## src/rtl/if_id_buffer.sv

```systemverilog
// if_id_buffer: fetch/decode pipeline register that joins an opcode word with its trailing 16-bit immediate.
module if_id_buffer #(
  parameter int          PC_W     = 32,
  parameter logic [31:0] IMM_MASK = 32'hF000_0000
) (
  input  logic            clk,
  input  logic            rst,
  input  logic            in_valid,
  input  logic [15:0]     in_word,
  input  logic [PC_W-1:0] in_pc,
  input  logic            stall,
  input  logic            flush,
  output logic            fetch_hold,
  output logic            out_valid,
  output logic [15:0]     out_instr,
  output logic [15:0]     out_imm,
  output logic            out_has_imm,
  output logic [PC_W-1:0] out_pc
);
  typedef enum logic {IDLE, WAIT_IMM} state_t;
  state_t            state;
  logic [15:0]       pend_word;
  logic [PC_W-1:0]   pend_pc;
  assign fetch_hold = stall & ~flush;
  always_ff @(negedge clk or posedge rst) begin
    if (rst) begin
      state       <= IDLE;
      pend_word   <= '0;
      pend_pc     <= '0;
      out_valid   <= 1'b0;
      out_instr   <= '0;
      out_imm     <= '0;
      out_has_imm <= 1'b0;
      out_pc      <= '0;
    end else if (flush) begin
      state       <= IDLE;
      pend_word   <= '0;
      pend_pc     <= '0;
      out_valid   <= 1'b0;
      out_imm     <= '0;
      out_has_imm <= 1'b0;
    end else if (!stall) begin
      if (!in_valid) begin
        out_valid <= 1'b0;
      end else if (state == WAIT_IMM) begin
        out_instr   <= pend_word;
        out_pc      <= pend_pc;
        out_imm     <= in_word;
        out_has_imm <= 1'b1;
        out_valid   <= 1'b1;
        state       <= IDLE;
      end else if (IMM_MASK[in_word[15:11]]) begin
        pend_word <= in_word;
        pend_pc   <= in_pc;
        out_valid <= 1'b0;
        state     <= WAIT_IMM;
      end else begin
        out_instr   <= in_word;
        out_pc      <= in_pc;
        out_imm     <= '0;
        out_has_imm <= 1'b0;
        out_valid   <= 1'b1;
      end
    end
  end
endmodule

```

## config.mk

```make
export PLATFORM = sky130hd
export DESIGN_NAME = if_id_buffer
export DESIGN_NICKNAME = d
export VERILOG_FILES = /design/src/rtl/if_id_buffer.sv
export SDC_FILE = /design/constraint.sdc
export NUM_CORES = 1
export LEC_CHECK = 0
export CORE_MARGIN = 4
export CORE_UTILIZATION = 51
export DETAILED_ROUTE_END_ITERATION = 10
export GPL_TIMING_DRIVEN = 0
export PLACE_DENSITY_LB_ADDON = 0.05
export SLEW_MARGIN = 20
export SYNTH_ARGS = -nofsm -noshare
export SYNTH_HDL_FRONTEND = slang
export SYNTH_SLANG_ARGS = --single-unit
```

## constraint.sdc

```tcl
create_clock -name clk -period 4.25 [get_ports clk]
set_input_delay 0.425 -clock clk [delete_from_list [all_inputs] [get_ports clk]]
set_output_delay 0.425 -clock clk [all_outputs]
set_load 0.01 [all_outputs]
```

== After elaboration in Yosys (flattened, before gate mapping) ==
Memories as Yosys holds them, arrays and structs flattened.
Cells that the tools add are included.
Storage, ports and cells
  flip-flop bits (word level): 115
  ROM bits: 32
  memories kept: 1
Cells by class
  eq/ne operators: 4
  reduce and logical (&&, ||, !) cells: 6
  bitwise gates (word level): 3
  multiplexer cells: 35
  $lt $le $gt $ge: 1
Memories
  (name not given): depth 32, bits a word 1, read ports 1, clocked after memory_dff 0, write ports 0, line 52  | end else if (IMM_MASK[in_word[15:11]]) begin
Operators by type and width (count)
  32-bit 2-to-1 mux: 7
  16-bit 2-to-1 mux: 12
  1-bit 2-to-1 mux: 16
  4-bit AND reduction: 2
  5-bit by 6-bit less-than comparator with 1-bit output, second input constant: 1
  2-bit != test, second input constant: 2
  2-bit nonzero test: 2
  3-bit != test, second input constant: 1
  3-bit AND reduction: 1
  2-bit by 1-bit != test with 1-bit output, second input constant: 1
  1-bit NOT: 2
  2-bit AND reduction: 1
  1-bit bitwise AND: 1

== Longest topological paths before layout ==
Gate-level depths: netlist of the first run.
  word-level depth: 7
  mapped depth: 6
  depth with buffers taken out: 3

==> flow_summary.json, run 1 <==
{
  "drtAntennaViolNets": 0,
  "path_clk_slew_ns": 0.04,
  "slowest_delay_ns": 0.47,
  "power_mw": 3.176,
  "first_global_vias": 4482,
  "grt_max_degree": 34,
  "holdBufCountCts": 0,
  "run_status": "completed",
  "final_core_util_pct": 71.82,
  "port_buffers": 119,
  "path_delay_family": "buffers and inverters",
  "cp_data_required_time_ns": 2.40,
  "final_nets": 655,
  "path_buf_inv": 4,
  "ff2ff_setup_slack_ns": 2.17,
  "worst-path-max-fanout": 10,
  "cap_violations": 0,
  "fillers": 778,
  "antenna_found_initial": 0,
  "overflow": 0,
  "num_io_pins": 120,
  "avgViaCountPerCell": 5.530,
  "clk_path_buf_depth": 2,
  "cts_tree": "yes",
  "setup_viol": 0,
  "start_util_pct": 52.38,
  "cp_slowest_cell": "clkdlybuf4s50_1",
  "ys_types": 21,
  "hold_class": "reg2reg",
  "worstSetupStartpointType": "input port",
  "path_cells": "clkdlybuf4s50_1 > and4b_1 > clkbuf_1 > or3_1 > buf_4 > buf_6 > mux2_1",
  "htreeDepth": 4,
  "routedWlPerCell_um": 18.23,
  "clkSinkCount": 115,
  "die_y_um": 111.0,
  "power.leakage_nw": 3.009,
  "tightest_slew_ns": 0.7117,
  "grt_pass1_wl_um": 23130,
  "design_area_um2": 7415,
  "die_area_um2": 12310,
  "path_class": "in2reg",
  "core.rowCount": 37,
  "drc_errors": 0,
  "fp.dieW_um": 111.0,
  "layout.area.seq_um2": 2878,
  "diodes": 0,
  "netlist_area_um2": 5408,
  "coreArea_um2": 10320,
  "drt-initial-drc-count": 269,
  "rsz0062_at_grt": "no",
  "avgSynthCellArea_um2": 11.70,
  "worstSkewPairLatency_ns": 0.44,
  "syn_inst": 462,
  "slew_viol_final": 0,
  "cts-root-buf": "clkbuf_8",
  "worst_ep_arrival_time_ns": 2.28,
  "hold_violations": 0,
  "ys_ff_latch": 115,
  "post_cts_buffers": 0,
  "relSlewSlack_pct": 52.45,
  "ys.warnings.count": 0,
  "placed_area_um2": 6833,
  "track_usage_pct": 23.29,
  "dr_total_vias": 4153,
  "p_per_area_nw_per_um2": 428.3,
  "ys_seq_area_share_pct": 53.22,
  "cts_buffers": 17,
  "finClkSkew_ns": 0.008485,
  "drive_gt1_share_pct": 14.31,
  "syn_to_final_growth_pct": 37.11,
  "vdd_drop_max_v": 0.0002719,
  "multi_input_area_um2": 2331,
  "drt-total-wl_um": 13690,
  "dp_hpwl_um": 9589,
  "drt_first_pass_iters": 4,
  "place.gp.congestion": 0.7687,
  "syn_nets": 515,
  "end_kind": "register"
}
## sequential cells by signal, indices dropped and copies added, names as in the netlist
register     cells
out_pc          32
pend_pc         32
out_imm         16
out_instr       16
pend_word       16
out_has_imm      1
out_valid        1
state            1
## metal layers
metal	part of all wire (%)	vias up	wire, um	track usage (%)
met4	1.4	0	191	7.553
met5	0	-	0	0
met2	49	132	6661	37.94
li1	-	1936	-	-
met1	44	2070	6051	30.73
met3	5.7	15	787	5.677
## worst reg2reg max path, cell delays in order (launching register included)
cell and delay [ns]:
dfrtn_1 0.45, buf_2 0.27, buf_1 0.52, mux2_2 0.42
mux2_1 0.28
## what timing repair did
action / CTS / global route
resized for setup: 4 / 10
gates cloned: 0 / 0
endpoints found under the hold margin: 0 / 0
endpoints found under the setup margin: 40 / 54
## where the power goes
part	switching [mW]	internal, mW
combinational	0.217	0.311
clock	0.479	0.900
sequential	0.0536	1.21
## cell usage after synthesis
master,number,area [um2]
nand2b_1,46,287.8
buf_6,2,22.52
buf_2,3,15.01
nor2b_1,3,18.77
mux2_2,40,450.4
and2_1,1,6.260
and4b_1,1,10.01
a21oi_1,21,105.1
nor2_1,3,11.26
or3_1,1,6.260
o21ai_1,47,235.2
dfrtn_1,115,2878
mux2_1,56,630.6
o21ai_0,16,80.08
buf_1,3,11.26
nand4b_1,45,394.1
inv_1,1,3.750
buf_4,1,7.510
clkbuf_1,37,138.9
nand2_1,4,15.01
nand3_1,16,80.08
## final timing paths
check,start,end,cells past startpoint
hold reg to reg,out_pc[20],out_pc[20],1
setup reg to reg,state,out_instr[1],4
setup / recovery,in_word[13],out_pc[9],7
min in group asynchronous,rst,out_pc[25],2
hold / removal,out_pc[20],out_pc[20],1
max in group asynchronous,rst,out_instr[12],4
## metrics by stage
step | setup slack, ns | hold WS (ns) | std cells | setup TNS [ns]
floorplan | 0.2878 | 0.4193 | 462 | 0
global placement | -0.7151 | 0.4327 | 717 | -116.67
detailed placement | -0.5360 | 0.4404 | 720 | -39.89
CTS | 0.01427 | 0.4409 | 752 | 0
global route | 0.05600 | 0.4459 | 751 | 0
finish | 0.1161 | 0.4350 | 751 | 0
## cell usage in the layout (no fill, tap or decap), types with 21 or more instances in the layout
cell type        count
dfrtn_1            115
mux2_2              40
clkdlybuf4s50_1    119
clkbuf_1            30
a21oi_1             21
nand2b_1            46
mux2_1              56
o21ai_1             47
nand4b_1            45
## final cells by class
class                           count  share of cell area [%]
Inverter                            1                  0.1012
Clock buffer                       21                   5.923
Multi-Input combinational cell    300                   31.44
Buffer                             45                   2.734
Tap cell                          136                   2.295
Sequential cell                   115                   38.81
Clock inverter                     11                   1.822
Timing Repair Buffer              122                   16.87
## kinds of logic after synthesis
group           Yosys count  synth area share [%]
buf+inv                  47                 3.679
mux                      96                 19.99
compound gates           84                 7.774
flops                   115                 53.22
simple gates            120                 15.34
Note: power is estimated with default switching activity, not from simulation.
==> run 2: changes to the inputs <==
- CAP_MARGIN: unset -> 5
==> results of run 2 <==
The final DEF is identical to that of run 1; final timing and power are the same.
